--- src/rtl/axi_burst_pkg.sv ---
// Shared constants and FSM state types for the AXI burst slave.
// Burst encodings, response codes, write/read FSM enums.
package axi_burst_pkg;

  localparam logic [1:0] FIXED = 2'd0;
  localparam logic [1:0] INCR  = 2'd1;
  localparam logic [1:0] WRAP  = 2'd2;

  localparam logic [1:0] OKAY   = 2'b00;
  localparam logic [1:0] SLVERR = 2'b10;

  typedef enum logic [1:0] {
    W_IDLE,
    W_DATA,
    W_RESP
  } w_state_t;

  typedef enum logic {
    R_IDLE,
    R_DATA
  } r_state_t;

endpackage

--- src/rtl/axi_burst_addr_gen.sv ---
// Next-beat address and legality for one burst channel.
// In: addr, len, burst. Out: next, legal. WRAP under AXI_BURST_SLAVE_WRAP_EN.
module axi_burst_addr_gen
  import axi_burst_pkg::*;
#(
  parameter int ADDR_W = 8,
  parameter int LEN_W  = 4
) (
  input  logic [ADDR_W-1:0] addr,
  input  logic [LEN_W-1:0]  len,
  input  logic [1:0]        burst,
  output logic [ADDR_W-1:0] next,
  output logic              legal
);

  logic [ADDR_W-1:0] inc;
  assign inc = addr + ADDR_W'(1);

`ifdef AXI_BURST_SLAVE_WRAP_EN
  logic [ADDR_W-1:0] mask;
  logic              len_ok;
  // LEN+1 is a power of two, so LEN itself is the in-block offset mask
  assign mask   = ADDR_W'(len);
  assign len_ok = (len == LEN_W'(1)) ||
                  (len == LEN_W'(3)) ||
                  (len == LEN_W'(7)) ||
                  (len == LEN_W'(15));
`else
  logic unused_len;
  assign unused_len = ^len;
`endif

  always_comb begin
    next  = addr;
    legal = 1'b0;
    case (burst)
      FIXED: legal = 1'b1;
      INCR: begin
        next  = inc;
        legal = 1'b1;
      end
`ifdef AXI_BURST_SLAVE_WRAP_EN
      WRAP: begin
        next  = (addr & ~mask) | (inc & mask);
        legal = len_ok;
      end
`endif
      default: ;
    endcase
  end

endmodule

--- src/rtl/axi_burst_slave.sv ---
// AXI-style burst slave: word memory, independent AW/W/B and AR/R channels.
// Ports: clk, rst (async low), AW*, W*, B*, AR*, R*. Macro: AXI_BURST_SLAVE_WRAP_EN.
module axi_burst_slave
  import axi_burst_pkg::*;
#(
  parameter int DATA_W = 8,
  parameter int ADDR_W = 8,
  parameter int ID_W   = 4,
  parameter int LEN_W  = 4,
  parameter int DEPTH  = 256
) (
  input  logic              clk,
  input  logic              rst,
  input  logic              AWVALID,
  output logic              AWREADY,
  input  logic [ADDR_W-1:0] AWADDR,
  input  logic [LEN_W-1:0]  AWLEN,
  input  logic [ID_W-1:0]   AWID,
  input  logic [1:0]        AWBURST,
  input  logic              WVALID,
  output logic              WREADY,
  input  logic [DATA_W-1:0] WDATA,
  input  logic              WLAST,
  output logic              BVALID,
  input  logic              BREADY,
  output logic [1:0]        BRESP,
  output logic [ID_W-1:0]   BID,
  input  logic              ARVALID,
  output logic              ARREADY,
  input  logic [ADDR_W-1:0] ARADDR,
  input  logic [LEN_W-1:0]  ARLEN,
  input  logic [ID_W-1:0]   ARID,
  input  logic [1:0]        ARBURST,
  output logic              RVALID,
  input  logic              RREADY,
  output logic [DATA_W-1:0] RDATA,
  output logic [1:0]        RRESP,
  output logic              RLAST,
  output logic [ID_W-1:0]   RID
);

  localparam int IDX_W =
    (DEPTH > 1) ? $clog2(DEPTH) : 1;
  localparam logic [ADDR_W:0] DEPTH_C =
    (ADDR_W+1)'(DEPTH);

  logic [DATA_W-1:0] mem [DEPTH];

  w_state_t          w_state, w_state_n;
  logic [ADDR_W-1:0] w_addr, w_next;
  logic [LEN_W-1:0]  w_len, w_beat;
  logic [ID_W-1:0]   w_id;
  logic [1:0]        w_burst;
  logic              w_err, w_legal;
  logic              w_ok, w_hs, w_end;

  r_state_t          r_state, r_state_n;
  logic [ADDR_W-1:0] r_addr, r_next;
  logic [LEN_W-1:0]  r_len, r_beat;
  logic [ID_W-1:0]   r_id;
  logic [1:0]        r_burst;
  logic              r_legal, r_ok, r_end;

  axi_burst_addr_gen #(
    .ADDR_W(ADDR_W),
    .LEN_W (LEN_W)
  ) u_w_gen (
    .addr (w_addr),
    .len  (w_len),
    .burst(w_burst),
    .next (w_next),
    .legal(w_legal)
  );

  axi_burst_addr_gen #(
    .ADDR_W(ADDR_W),
    .LEN_W (LEN_W)
  ) u_r_gen (
    .addr (r_addr),
    .len  (r_len),
    .burst(r_burst),
    .next (r_next),
    .legal(r_legal)
  );

  assign w_ok  = w_legal &&
                 ({1'b0, w_addr} < DEPTH_C);
  assign w_end = (w_beat == w_len);
  assign w_hs  = WVALID && WREADY;

  assign r_ok  = r_legal &&
                 ({1'b0, r_addr} < DEPTH_C);
  assign r_end = (r_beat == r_len);

  always_comb begin
    w_state_n = w_state;
    AWREADY   = 1'b0;
    WREADY    = 1'b0;
    BVALID    = 1'b0;
    BRESP     = OKAY;
    BID       = '0;
    unique case (w_state)
      W_IDLE: begin
        AWREADY = 1'b1;
        if (AWVALID) w_state_n = W_DATA;
      end
      W_DATA: begin
        WREADY = 1'b1;
        if (WVALID && w_end) w_state_n = W_RESP;
      end
      W_RESP: begin
        BVALID = 1'b1;
        BRESP  = w_err ? SLVERR : OKAY;
        BID    = w_id;
        if (BREADY) w_state_n = W_IDLE;
      end
      default: w_state_n = W_IDLE;
    endcase
  end

  always_ff @(posedge clk or negedge rst) begin
    if (!rst) begin
      w_state <= W_IDLE;
      w_addr  <= '0;
      w_len   <= '0;
      w_beat  <= '0;
      w_id    <= '0;
      w_burst <= '0;
      w_err   <= 1'b0;
    end else begin
      w_state <= w_state_n;
      if (AWVALID && AWREADY) begin
        w_addr  <= AWADDR;
        w_len   <= AWLEN;
        w_id    <= AWID;
        w_burst <= AWBURST;
        w_beat  <= '0;
        w_err   <= 1'b0;
      end
      if (w_hs) begin
        w_addr <= w_next;
        w_beat <= w_beat + LEN_W'(1);
        // Early or missing WLAST still ends on beat LEN
        if (!w_ok || (WLAST != w_end))
          w_err <= 1'b1;
      end
    end
  end

  always_ff @(posedge clk) begin
    if (w_hs && w_ok)
      mem[w_addr[IDX_W-1:0]] <= WDATA;
  end

  always_comb begin
    r_state_n = r_state;
    ARREADY   = 1'b0;
    RVALID    = 1'b0;
    RDATA     = '0;
    RRESP     = OKAY;
    RLAST     = 1'b0;
    RID       = '0;
    unique case (r_state)
      R_IDLE: begin
        ARREADY = 1'b1;
        if (ARVALID) r_state_n = R_DATA;
      end
      R_DATA: begin
        RVALID = 1'b1;
        // Combinational read: a same-cycle write lands after this beat
        if (r_ok)
          RDATA = mem[r_addr[IDX_W-1:0]];
        RRESP = r_ok ? OKAY : SLVERR;
        RLAST = r_end;
        RID   = r_id;
        if (RREADY && r_end) r_state_n = R_IDLE;
      end
      default: r_state_n = R_IDLE;
    endcase
  end

  always_ff @(posedge clk or negedge rst) begin
    if (!rst) begin
      r_state <= R_IDLE;
      r_addr  <= '0;
      r_len   <= '0;
      r_beat  <= '0;
      r_id    <= '0;
      r_burst <= '0;
    end else begin
      r_state <= r_state_n;
      if (ARVALID && ARREADY) begin
        r_addr  <= ARADDR;
        r_len   <= ARLEN;
        r_id    <= ARID;
        r_burst <= ARBURST;
        r_beat  <= '0;
      end
      if (RVALID && RREADY) begin
        r_addr <= r_next;
        r_beat <= r_beat + LEN_W'(1);
      end
    end
  end

endmodule
--- config.mk ---
export PLATFORM = sky130hd
export DESIGN_NAME = axi_burst_slave
export DESIGN_NICKNAME = d
export VERILOG_FILES = /design/src/rtl/axi_burst_pkg.sv /design/src/rtl/axi_burst_addr_gen.sv /design/src/rtl/axi_burst_slave.sv
export SDC_FILE = /design/constraint.sdc
export NUM_CORES = 2
export LEC_CHECK = 0
export ABC_AREA = 1
export CORE_ASPECT_RATIO = 1.1
export CORE_UTILIZATION = 45
export DETAILED_ROUTE_END_ITERATION = 8
export DONT_BUFFER_PORTS = 1
export HOLD_SLACK_MARGIN = 0.1
export PLACE_DENSITY_LB_ADDON = 0.1
export SYNTH_ARGS = -nofsm -noshare
export SYNTH_HDL_FRONTEND = slang
export SYNTH_SLANG_ARGS = --single-unit
--- constraint.sdc ---
create_clock -name clk -period 2.54 [get_ports clk]
set_clock_uncertainty 0.15 [all_clocks]
set_input_delay 0.254 -clock clk [delete_from_list [all_inputs] [get_ports clk]]
set_output_delay 0.254 -clock clk [all_outputs]
set_load 0.1 [all_outputs]
==> metrics.log <==
INFO  metric outcome = finished with violations
INFO  metric violations = hold timing, setup timing
INFO  metric floorplan.rows = 170
INFO  metric grt_first_pass_wirelength = a little under 400000 um
INFO  metric post-place-ws = -913 ps
INFO  metric grt_start_max_net_pins = around 260
INFO  metric postRouteWirelength = about 270000 um
INFO  metric critical_path.endpoint_type = primary output
INFO  metric critical_path.slowest_cell = dfrtp_4
INFO  metric cts_tree = yes
INFO  metric worstPathMaxFanout = 11
INFO  metric slew_violations = 0
INFO  metric period_needed = 4030 ps
INFO  metric io-pin-count = 78
INFO  metric placeableCoreArea = a little under 0.2 mm^2
INFO  metric leakage = 41.2 nW
INFO  metric grt_use_total = between 20% and 30%
INFO  metric distinct_cells_synth = 36
INFO  metric worst_slew_margin_rel = between 20% and 30%
INFO  metric grt_antenna_before_repair = 15
INFO  metric clk-insertion-delay-late = roughly 870 ps
INFO  metric critPathKind = register to primary output
INFO  metric placement.io_buffers = 0
INFO  metric place_hpwl = around 150000 um
INFO  metric layout.nets = a little under 9000
INFO  metric detail-route-antenna-nets = 0
INFO  metric power_per_cell_area = 1130 mW/mm^2
INFO  metric placedCellCount = 10941
INFO  metric initial_standard_cell_utilization_of_the_core = a little under half
INFO  metric mappedNetlistArea = between 0.08 and 0.09 mm^2
INFO  metric synth-seq-cells = ~2100
INFO  metric synth-seq-area-share = 71.1%
INFO  metric synthesis.area_per_instance = about 11 um^2
INFO  metric place_congestion = just under 0.9
INFO  metric area_growth = 21.6%
INFO  metric cts-htree-levels = 4
INFO  metric cts_max_path_buffers = 3
INFO  metric crit_path_required_time = about 2100 ps
INFO  metric tritoncts.num_buffers = approximately 210
INFO  metric grt_pass1_vias = around 60000
INFO  metric timing.critical_path.slowest_cell_delay = between 400 and 500 ps
INFO  metric critical_path.startpoint_type = register
INFO  metric critical_path.cell_chain = buf_12 -> buf_16 -> buf_12 -> bufbuf_16 -> nor2_1 -> nor2_1 -> o21ai_0 -> a21oi_1 -> nor2_1 -> nand2_1 -> nand3_2 -> nand2_2 -> nand3_2 -> a21oi_4 -> buf_12
INFO  metric detailroute.via_count = 61712
INFO  metric globalRouteOverflowTotal = 0
INFO  metric rsz0062_at_grt = true
INFO  metric route.detailed.vias_per_inst = 5.35
INFO  metric die-width = roughly 420 um
INFO  metric synthesis.instances = ~8100
INFO  metric layout.filler_cells = 16727
INFO  metric timing.final.hold_violations = between 1500 and 2000
INFO  metric dpl_cell_area = between 0.09 and 0.1 mm^2
INFO  metric reg_clk_slew_reported_paths = around 60 ps
INFO  metric clock-root-buffer = clkbuf_16
INFO  metric final_cells = 11527
INFO  metric cap_violations = 0
INFO  metric hold_slack = -649 ps
INFO  metric finalSetupViolCount = 8
INFO  metric worst_ep_arrival_time = between 3000 and 4000 ps
INFO  metric die_extent_in_y = approximately 470 um
INFO  metric detailed_router_s_first_iteration_violation_count = 5997
INFO  metric holdBufCountCts = about 110
INFO  metric synth-warning-count = 0
INFO  metric worstMarginPinSlew = about 1200 ps
INFO  metric die_area = roughly 0.20 mm^2
INFO  metric worst_vdd_drop = roughly 0.0010 V
INFO  metric max_clock_freq = roughly 250 MHz
INFO  metric clock_sinks = ~2100
INFO  metric drc = 0
INFO  metric worst_slack = -1490 ps
INFO  metric drt-wirelength-per-cell = 23.6 um
INFO  metric final_critical_path_share_of_the_clock_period = 159%
INFO  metric final_design_area_no_fill = 0.107 mm^2
INFO  metric min-delay-path-class = input port to register
INFO  metric firstDrtPassIters = 6
INFO  metric final_layout_size_suffix_gt1_share = 15.4%
## cell usage after synthesis
cell | n | area, um^2
nor3_4 | 1 | 16.3
a22oi_1 | 3 | 22.5
inv_2 | 5 | 18.8
nor2_1 | 1233 | 4630
a31oi_1 | 4 | 25.0
clkinv_1 | 5 | 18.8
nor4_1 | 3 | 18.8
inv_4 | 1 | 6.26
clkbuf_1 | 164 | 616
nand3_1 | 685 | 3430
xnor2_1 | 9 | 78.8
o21ai_0 | 556 | 2780
buf_6 | 17 | 191
conb_1 | 1 | 3.75
buf_4 | 53 | 398
o21ai_1 | 1 | 5.00
a21oi_1 | 121 | 606
inv_1 | 563 | 2110
xor2_1 | 3 | 26.3
dfrtp_1 | 48 | 1200
ha_1 | 7 | 87.6
nand2_1 | 2203 | 8270
o211ai_1 | 101 | 758
a22o_1 | 2 | 17.5
nor3_1 | 3 | 15.0
buf_1 | 71 | 267
nor2_2 | 3 | 18.8
buf_2 | 169 | 846
o22ai_1 | 9 | 56.3
edfxtp_1 | 2048 | 61500
nand4_1 | 4 | 25.0
nor2_4 | 1 | 11.3
or2_2 | 7 | 43.8
nor3_2 | 3 | 30.0
buf_8 | 1 | 15.0
and3_1 | 3 | 18.8
## cell type report
cell class	instances	area, um^2	area share (%)
Clock inverter	100	873	0.815
Clock buffer	295	5820	5.43
Tap cell	2580	3230	3.01
Multi-Input combinational cell	4967	22100	20.6
Timing Repair Buffer	910	10200	9.55
Timing Repair inverter	2	32.5	0.0303
Antenna cell	3	7.51	0.00700
Sequential cell	2096	62700	58.5
Inverter	574	2200	2.06
## worst paths after layout
kind                                     endpoint              startpoint  slack (ps)  depth (start not counted)
setup / recovery                         RDATA[3]   r_addr[0]$_DFFE_PN0P_       -1490                         15
max in group asynchronous  w_state[1]$_DFFE_PN0P_                     rst        1360                          4
hold reg to reg              w_len[1]$_DFFE_PN0P_    w_len[1]$_DFFE_PN0P_         350                          2
hold / removal              mem[204][2]$_DFFE_PP_                WDATA[2]        -650                          0
min in group asynchronous   r_addr[4]$_DFFE_PN0P_                     rst         530                          4
setup reg to reg              w_id[0]$_DFFE_PN0P_  w_state[0]$_DFFE_PN0P_          20                         10
## per-layer routing
metal | wire length [um] | vias to the layer above | global-route usage, %
met5 | 36 | - | 0
met4 | 10200 | 6 | 10.1
met3 | 17000 | 462 | 3.53
met2 | 131000 | 2129 | 45.3
met1 | 113000 | 30460 | 36.7
li1 | - | 28655 | -
## power breakdown
part,internal (mW),leakage (nW),switching [mW]
combinational,18.7,19.0,32.9
sequential,38.5,19.0,0.468
clock,17.3,3.26,13.3
total,74.5,41.2,46.7
## cell usage in the layout (no fill, tap or decap), drive strengths merged, types with 9 or more instances in the layout
master	count
nand2	2203
edfxtp	2048
nor2	1237
buf	792
nand3	685
inv	576
o21ai	557
clkbuf	307
a21oi	121
o211ai	101
dlygate4sd3	99
clkinv	81
dfrtp	48
bufinv	13
o22ai	9
xnor2	9
## per-stage QoR
stage / setup TNS [ps] / hold slack (ps) / util, % / total power [mW]
final: -11680 / -649 / 55.0 / 121
after global routing: -14030 / -677 / 55.0 / 126
after CTS: -12120 / -717 / 54.6 / 120
after detailed placement: -7690 / -190 / 49.6 / 84.8
after global placement: -7180 / -190 / 49.6 / 84.8
after floorplan: -474070 / -192 / - / 64.3
## critical path, delay by kind of cell, from the launching register on
kind                   cells  cell delay [ps]
buffers and inverters      5             1050
AOI/OAI and AO/OA          3              580
and+or+nand+nor            7              640
DFF                        1              450
## sequential cells by signal (all words and copies together) (netlist names)
| name | count |
|---|---|
| r_len | 4 |
| w_len | 4 |
| w_addr | 8 |
| r_burst | 2 |
| w_id | 4 |
| w_burst | 2 |
| r_id | 4 |
| w_beat | 4 |
| r_state | 1 |
| w_state | 2 |
| w_err | 1 |
| r_beat | 4 |
| mem | 2048 |
| r_addr | 8 |
## kinds of logic after synthesis
family | synth area share [%]
AOI/OAI and AO/OA | 4.85
xor gates and xnor gates | 0.119
adders and majority gates | 0.0993
buffers and inverters | 5.09
DFF | 71.1
other | 0.00425
and+or+nand+nor | 18.7
## what timing repair did
item,4_1_cts,5_1_grt
endpoints found under the hold margin,2168,2048
buffers inserted,34,15
pin swaps,45,55
cloned,27,13
endpoints found under the setup margin,40,827
gates resized for setup,207,139
Power figures use the tool's default switching activity.
